--- config.mk ---
export PLATFORM = sky130hd
export DESIGN_NAME = program_loader
export DESIGN_NICKNAME = d
export VERILOG_FILES = /design/src/rtl/program_loader.sv
export SDC_FILE = /design/constraint.sdc
export NUM_CORES = 1
export LEC_CHECK = 0
export BUFFER_PORTS_ARGS = -buffer_cell sky130_fd_sc_hd__buf_2
export CELL_PAD_IN_SITES_DETAIL_PLACEMENT = 0
export CELL_PAD_IN_SITES_GLOBAL_PLACEMENT = 2
export CORE_ASPECT_RATIO = 0.9
export CORE_UTILIZATION = 37
export DETAILED_ROUTE_END_ITERATION = 6
export PLACE_DENSITY = 0.9
export SLEW_MARGIN = 20
export SYNTH_ARGS = -nofsm -noshare
export SYNTH_HDL_FRONTEND = slang
export SYNTH_SLANG_ARGS = --single-unit
--- constraint.sdc ---
create_clock -name clk -period 2.55 [get_ports clk]
set_input_delay 0.3825 -clock clk [delete_from_list [all_inputs] [get_ports clk]]
set_output_delay 0.3825 -clock clk [all_outputs]
set_load 0.01 [all_outputs]
--- src/rtl/program_loader.sv ---
// Boots the CPU from a UART byte stream: a little-endian word count, N instruction words,
// then an optional checksum word when PROGRAM_LOADER_CHECKSUM_EN is defined.
module program_loader #(
  parameter int ADDR_WIDTH = 10
) (
  input  logic                  clk,
  input  logic                  reset_n,
  input  logic [7:0]            rx_data,
  input  logic                  rx_valid,
  output logic                  rx_ready,
  output logic                  rom_wren,
  output logic [ADDR_WIDTH-1:0] rom_address,
  output logic [31:0]           rom_write_data,
  output logic                  cpu_reset_n,
  output logic                  done,
  output logic                  error
);

`ifdef PROGRAM_LOADER_CHECKSUM_EN
  typedef enum logic [2:0] {S_SIZE, S_DATA, S_CSUM, S_DONE, S_ERROR} state_e;
  localparam state_e PostData = S_CSUM;
`else
  typedef enum logic [2:0] {S_SIZE, S_DATA, S_DONE, S_ERROR} state_e;
  localparam state_e PostData = S_DONE;
`endif

  localparam logic [32:0] MaxWords = 33'(1) << ADDR_WIDTH;

  state_e                state_q;
  logic [1:0]            byte_cnt_q;
  logic [23:0]           word_buf_q;
  logic [ADDR_WIDTH:0]   word_cnt_q;
  logic [ADDR_WIDTH:0]   word_idx_q;
  logic                  rom_wren_q;
  logic [ADDR_WIDTH-1:0] rom_address_q;
  logic [31:0]           rom_write_data_q;
  logic                  cpu_reset_n_q;
  logic                  done_q;
  logic                  error_q;
`ifdef PROGRAM_LOADER_CHECKSUM_EN
  logic [31:0]           sum_q;
`endif

  logic                  accept_d;
  logic                  word_full_d;
  logic [31:0]           word_d;
  logic [ADDR_WIDTH:0]   idx_next_d;

  always_comb begin
    rx_ready = (state_q == S_SIZE) || (state_q == S_DATA)
`ifdef PROGRAM_LOADER_CHECKSUM_EN
               || (state_q == S_CSUM)
`endif
               ;
    accept_d    = rx_valid && rx_ready;
    word_full_d = accept_d && (byte_cnt_q == 2'd3);
    word_d      = {rx_data, word_buf_q};
    idx_next_d  = word_idx_q + (ADDR_WIDTH+1)'(1);
  end

  // The fourth byte is never buffered; it completes word_d directly on the accepting edge.
  always_ff @(posedge clk or negedge reset_n) begin
    if (!reset_n) begin
      state_q          <= S_SIZE;
      byte_cnt_q       <= 2'd0;
      word_buf_q       <= '0;
      word_cnt_q       <= '0;
      word_idx_q       <= '0;
      rom_wren_q       <= 1'b0;
      rom_address_q    <= '0;
      rom_write_data_q <= '0;
      cpu_reset_n_q    <= 1'b0;
      done_q           <= 1'b0;
      error_q          <= 1'b0;
`ifdef PROGRAM_LOADER_CHECKSUM_EN
      sum_q            <= '0;
`endif
    end else begin
      rom_wren_q <= 1'b0;
      if (accept_d) begin
        case (byte_cnt_q)
          2'd0:    word_buf_q[7:0]   <= rx_data;
          2'd1:    word_buf_q[15:8]  <= rx_data;
          2'd2:    word_buf_q[23:16] <= rx_data;
          default: ;
        endcase
        byte_cnt_q <= byte_cnt_q + 2'd1;
      end
      case (state_q)
        S_SIZE: begin
          if (word_full_d) begin
            if (word_d == 32'd0) begin
              state_q <= PostData;
            end else if ({1'b0, word_d} > MaxWords) begin
              state_q <= S_ERROR;
            end else begin
              word_cnt_q <= word_d[ADDR_WIDTH:0];
              word_idx_q <= '0;
              state_q    <= S_DATA;
            end
          end
        end
        S_DATA: begin
          if (word_full_d) begin
            rom_wren_q       <= 1'b1;
            rom_address_q    <= word_idx_q[ADDR_WIDTH-1:0];
            rom_write_data_q <= word_d;
            word_idx_q       <= idx_next_d;
`ifdef PROGRAM_LOADER_CHECKSUM_EN
            sum_q            <= sum_q + word_d;
`endif
            if (idx_next_d == word_cnt_q) begin
              state_q <= PostData;
            end
          end
        end
`ifdef PROGRAM_LOADER_CHECKSUM_EN
        S_CSUM: begin
          if (word_full_d) begin
            state_q <= (word_d == sum_q) ? S_DONE : S_ERROR;
          end
        end
`endif
        // Status flags follow the state by one cycle so done trails the last write pulse.
        S_DONE: begin
          done_q        <= 1'b1;
          cpu_reset_n_q <= 1'b1;
        end
        S_ERROR: begin
          error_q       <= 1'b1;
          cpu_reset_n_q <= 1'b0;
        end
        default: state_q <= S_ERROR;
      endcase
    end
  end

  assign rom_wren       = rom_wren_q;
  assign rom_address    = rom_address_q;
  assign rom_write_data = rom_write_data_q;
  assign cpu_reset_n    = cpu_reset_n_q;
  assign done           = done_q;
  assign error          = error_q;

endmodule

==> results of run 1 <==
==> state kept, by name, summed over array words and instances, names as in the netlist <==
register / count
byte_cnt_q: 2
cpu_reset_n: 1
done: 1
error: 1
rom_address: 10
rom_wren: 1
rom_write_data: 32
state_q: 2
word_buf_q: 24
word_cnt_q: 11
word_idx_q: 11
==> repair_timing <==
action,CTS,global route
gates cloned,0,0
resized for setup,1,3
setup endpoints to repair,11,17
setup buffers,0,0
==> power by group <==
group          internal, W  switching (W)  leakage, nW
clock network     0.000691       0.000594        0.143
registers          0.00152     0.00000163         1.32
logic            0.0000143      0.0000492         1.24
total              0.00223       0.000645         2.71
==> kinds of logic after synthesis <==
kind of cell	Yosys count	synth area share
buf+inv	30	0.03111
xor+xnor	12	0.02465
simple gates	196	0.2008
fa+ha+maj	5	0.01468
mux	37	0.09745
compound gates	38	0.06780
flops	96	0.5635
==> worst max-delay path: cells and delay by family, from the launching register on <==
kind / cells / cell delay (ns)
buffers and inverters: 1 / 0.23
multiplexers: 1 / 0.36
flip-flops: 1 / 0.41
AO/OA/AOI/OAI: 1 / 0.45
AND/OR/NAND/NOR: 3 / 0.82
==> placed cells by master, fill, tap and decap left out, types with 3 or more instances in the layout <==
cell type | netlist | routed
dfrtp_1 | 96 | 96
a22o_1 | 5 | 5
nand4_1 | 4 | 4
buf_2 | 2 | 56
clkinv_2 | 0 | 3
a211o_1 | 4 | 4
xnor2_1 | 8 | 8
nand3_1 | 9 | 8
o31ai_1 | 3 | 3
ha_1 | 5 | 5
nand2_1 | 140 | 140
inv_1 | 8 | 8
nor2_1 | 7 | 7
clkbuf_16 | 0 | 9
a31oi_1 | 3 | 3
nor4_1 | 9 | 7
o21ai_0 | 8 | 8
nand2b_1 | 4 | 4
mux2_2 | 36 | 36
xor2_1 | 4 | 4
nor3_1 | 8 | 8
and3_1 | 4 | 4
buf_4 | 0 | 10
==> path summary, 6_finish.rpt <==
path	slack, ns	end
max	0.17	word_cnt_q[5]
min	0.11	rom_write_data[9]
max reg2reg	0.17	word_cnt_q[5]
min reg2reg	0.46	done
max in group asynchronous	1.79	rom_address[4]
min in group clk	0.31	rom_write_data[27]
==> cell type report <==
cell class	instances	area, um2
fillers	1058	5971
flip-flops and latches	96	2402
multi-input cells	288	1767
repair buffers	68	395.4
clock buffers	10	239.0
well taps	152	190.2
clock inverters	6	41.29
inverters	8	30.03
==> routing by layer <==
metal / track usage / part of all wire / up-vias
met3: 0.03628 / 0.049 / 23
li1: - / - / 1523
met2: 0.2780 / 0.45 / 104
met4: 0.08071 / 0.021 / 0
met1: 0.2682 / 0.48 / 1616
met5: 0 / 0 / -
==> per-stage QoR <==
step / std cells / power (W) / TNS [ns]
3_3_place_gp: 612 / 0.001619 / 0
2_1_floorplan: 414 / 0.001562 / 0
6_report: 628 / 0.002874 / 0
5_1_grt: 628 / 0.002970 / 0
3_5_place_dp: 612 / 0.001620 / -0.07719
4_1_cts: 628 / 0.002909 / 0
==> impl_metrics.yaml, run 1 <==
yosys:
  synth.distinct_cells: 46
  synth.top_cells.by_count: "140 x nand2_1, 96 x dfrtp_1, 36 x mux2_2, 16 x clkbuf_1"
  synth_edf_count: 0
  ys_ff_latch: 96
  async_flop_share: 1.000
  ys.flop_type: "dfrtp_1"
  seq_area_frac_synth: 0.5635
  syn_avg_cell_area_um2: 10.30
  yosysWarnings: 0
  synth_area_leaders: "dfrtp_1 56%, nand2_1 12%, mux2_2 9.5%"
  synth_most_common_cell: "nand2_1"
  syn_inst: 414
  syn_nets: 430
  synth_top_area_frac: 0.5635
  syn_area_um2: 4263
  yosysTopAreaCell: "dfrtp_1"
run_status:
  status: "complete, no violations"
clock_network:
  clockBufferDepth: 2
  clk_latency_ns: 0.35
  path_clk_slew_ns: 0.07
  clock-root-buffer: "clkbuf_16"
  cts_tree: "built"
  h-tree-depth: 3
  numCtsBuffers: 9
  clock-sinks: 96
  hold_buffers: 0
detailed_routing:
  route.vias.total: 3266
  first_iter_violations: 144
  dr.pass1.iters: 4
  drcViolationCount: 0
  routed_wl_um: 10250
  antenna_left: 0
  wire_per_inst_um: 16.33
  vias_per_cell: 5.201
place:
  numPortBuffers: 57
  dp_hpwl_um: 7167
  gp_congestion: 0.8490
  place_area_um2: 4751
  post-place-ws_ns: -0.01620
final_layout:
  diodes: 0
  fin_area_um2: 5065
  area_growth_pct: 18.81
  fin_nets: 487
  utilization: 0.4590
  final_layout_size_suffix_gt1_frac: 0.2689
critical_path:
  crit_slowest_cell: "a2111oi_4"
  required_ns: 2.79
  crit_arrival_ns: 2.62
  slowest_delay_ns: 0.45
  path_cells: "nor4_2 > nand4_1 > a2111oi_4 > nor3b_2 > buf_4 > mux2_2"
  worstSetupPathType: "reg -> reg"
  cp-start-kind: "register"
  rr_worst_depth: 6
  critPathMaxFanout: 11
  worstSetupStartpoint: "word_buf_q[7]"
  r2r-start: "word_buf_q[7]"
  end_kind: "register"
sta:
  setup-violations-final: 0
  post-route-period-util: 0.9337
  worstMarginPinSlew_ns: 0.7429
  finalHoldViolCount: 0
  slew_viol_final: 0
  worst_slack_ns: 0.1690
  max_freq_mhz: 420.0
  rsz0062_at_grt: "no"
  finClkSkew_ns: 0.01002
  slew_headroom: 0.5047
  hold_slack_ns: 0.1076
  fin_crit_ns: 2.381
floorplanning:
  die_y_um: 103.8
  core-area_um2: 11040
  start_util: 0.3863
  io_pins: 58
  std_cell_rows: 36
  die_x_um: 115.1
  dieArea_um2: 11960
global_route:
  antenna_found_initial: 0
  grt_pass1_wl_um: 17220
  grt_pass1_vias: 3230
  grt_max_degree: 58
  overflow: 0
  grt_usage: 0.1882
pwr:
  p_leak_nw: 2.710
  ir_worst_vdd_mv: 0.2519
  power_density_nw_per_um2: 567.5
flow_run:
  maxCapViolCount: 0
worst_hold_path:
  min-delay-path-class: "in -> async"
(Power assumes the default switching activity.)
==> run 2: changes to the inputs <==
GPL_TIMING_DRIVEN = 0   (was default)
==> run 2 against run 1 <==
Critical path depth did not move. Die area did not move. Largest cell class unchanged. Wire length fell by 2.3%.
==> impl_metrics.yaml, run 2 (synthesis results as in run 1) <==
sta:
  finClkSkew_ns: 0.006038
  max_freq_mhz: 416.7
  post-route-period-util: 0.9410
  slew_headroom: 0.5844
  rsz0062_at_grt: "no"
  worstMarginPinSlew_ns: 0.6234
  setup_tns_ns: 0
  slew_viol_final: 0
  setup-violations-final: 0
  finalHoldViolCount: 0
  fin_crit_ns: 2.400
  worst_slack_ns: 0.1504
pwr:
  p_leak_nw: 2.720
  internal-power_w: 0.002204
  pwr-share-seq: 0.538
  pwr-share-clk: 0.439
  power.switching_w: 0.0006289
  pwr-share-comb: 0.023
  sw_frac_of_total: 0.2220
  ir_worst_vdd_mv: 0.3400
  power_density_nw_per_um2: 555.8
  power.total_w: 0.002833
detailed_routing:
  first_iter_violations: 142
  route.vias.total: 3208
  drcViolationCount: 0
  routed_wl_um: 10020
  wire_per_inst_um: 15.63
  dr.pass1.iters: 4
  antenna_left: 0
  vias_per_cell: 5.005
global_route:
  antenna_found_initial: 0
  globalRouteMet2Util: 0.2629
  overflow: 0
  grt_max_degree: 74
  use_met3: 0.04857
  met1_usage: 0.2658
  grt_usage: 0.1816
  busiest_layer: "met1"
  grt_pass1_wl_um: 16520
  grt_pass1_vias: 3135
critical_path:
  rr_worst_depth: 6
  end_kind: "register"
  crit_arrival_ns: 2.63
  critPathMaxFanout: 10
  slowest_delay_ns: 0.44
  required_ns: 2.78
  worstSetupPathType: "reg -> reg"
  cp-start-kind: "register"
  path_cells: "nor4_2 > nand4_1 > a2111oi_4 > nor3b_4 > buf_6 > mux2_2"
  crit_slowest_cell: "dfrtp_1"
clock_network:
  path_clk_slew_ns: 0.07
  clk_latency_ns: 0.35
  clock-sinks: 96
  cts_tree: "built"
  numCtsBuffers: 9
  h-tree-depth: 3
  post_cts_buffers: 0
  clock-root-buffer: "clkbuf_16"
  clockBufferDepth: 2
final_layout:
  fin_nets: 500
  diodes: 0
  final_cell_mix: "140 x nand2_1, 96 x dfrtp_1, 58 x buf_2"
  area_growth_pct: 19.58
  largest_reg_flops: 32
  fin_area_um2: 5097
  final_layout_size_suffix_gt1_frac: 0.2536
  fillers: 1080
  final_common_cell: "nand2_1"
run_status:
  status: "complete, no violations"
floorplanning:
  dieArea_um2: 11960
  die_x_um: 115.1
  io_pins: 58
  die_y_um: 103.8
  start_util: 0.3863
  std_cell_rows: 36
  core-area_um2: 11040
place:
  post-place-ws_ns: -0.07467
  place_area_um2: 4772
  gp_congestion: 0.8811
  dp_hpwl_um: 7148
  numPortBuffers: 57
worst_hold_path:
  hold_depth: 3
  min-delay-path-class: "in -> reg"
flow_run:
  maxCapViolCount: 0
[run 2: cell count changes in the layout (fill, tap and decap cells not counted), moves of 2 or more]
cell	previous run	this run
buf_6	0	2
clkbuf_1	0	15
buf_4	10	0
clkbuf_2	0	2
buf_1	0	2
buf_12	2	0
buf_2	56	58
[run 2: metrics by stage]
step	hold WS, ns	instances	utilization
4_1_cts	0.2786	641	0.4605
5_1_grt	0.3113	641	0.4619
3_3_place_gp	0.4342	623	0.4294
6_report	0.2863	641	0.4619
2_1_floorplan	0.08691	414	-
3_5_place_dp	0.2580	624	0.4324
[run 2: timing repair]
item / CTS / global route
pin swaps: 0 / 1
gates resized for setup: 4 / 7
hold buffers: 1 / 0
gates cloned: 0 / 0
endpoints found under the setup margin: 11 / 52
hold endpoints to repair: 23 / 0
[run 2: worst max-delay path, delay by kind of cell (launching register included)]
| kind | cells | cell delay [ns] |
|---|---|---|
| DFF | 1 | 0.44 |
| AOI/OAI and AO/OA | 1 | 0.44 |
| muxes | 1 | 0.34 |
| buffers and inverters | 1 | 0.18 |
| and+or+nand+nor | 3 | 0.88 |
[run 2: power groups by stage]
stage | registers (W) | logic (W) | clock network, W
CTS | 0.00152 | 0.0000681 | 0.00129
global route | 0.00152 | 0.0000744 | 0.00134
detailed placement | 0.00155 | 0.0000661 | 0
global placement | 0.00155 | 0.0000579 | 0
finish | 0.00153 | 0.0000642 | 0.00124
floorplan | 0.00155 | 0.00000743 | 0
[run 2: final timing paths]
path	start	end	slack (ns)
hold reg to reg	done	done	0.46
max in group asynchronous	reset_n	word_idx_q[1]	1.47
setup / recovery	word_buf_q[1]	word_cnt_q[4]	0.15
min in group asynchronous	reset_n	done	0.46
setup reg to reg	word_buf_q[1]	word_cnt_q[4]	0.15
hold / removal	rx_data[0]	rom_write_data[24]	0.29
[run 2: layout make-up]
| class | count | area, um2 | area share |
|---|---|---|---|
| sequential | 96 | 2402 | 0.4713 |
| multi-input combinational | 288 | 1768 | 0.3468 |
| timing repair buffer | 59 | 329.1 | 0.06456 |
| clock buffer | 10 | 229.0 | 0.04492 |
| tap | 152 | 190.2 | 0.03731 |
| buffer | 22 | 105.1 | 0.02062 |
| clock inverter | 6 | 43.79 | 0.008591 |
| inverter | 8 | 30.03 | 0.005891 |
[run 2: per-layer routing]
metal	routed length, um	vias up
li1	-	1546
met5	0	-
met4	119	0
met2	4473	70
met3	440	10
met1	4984	1582
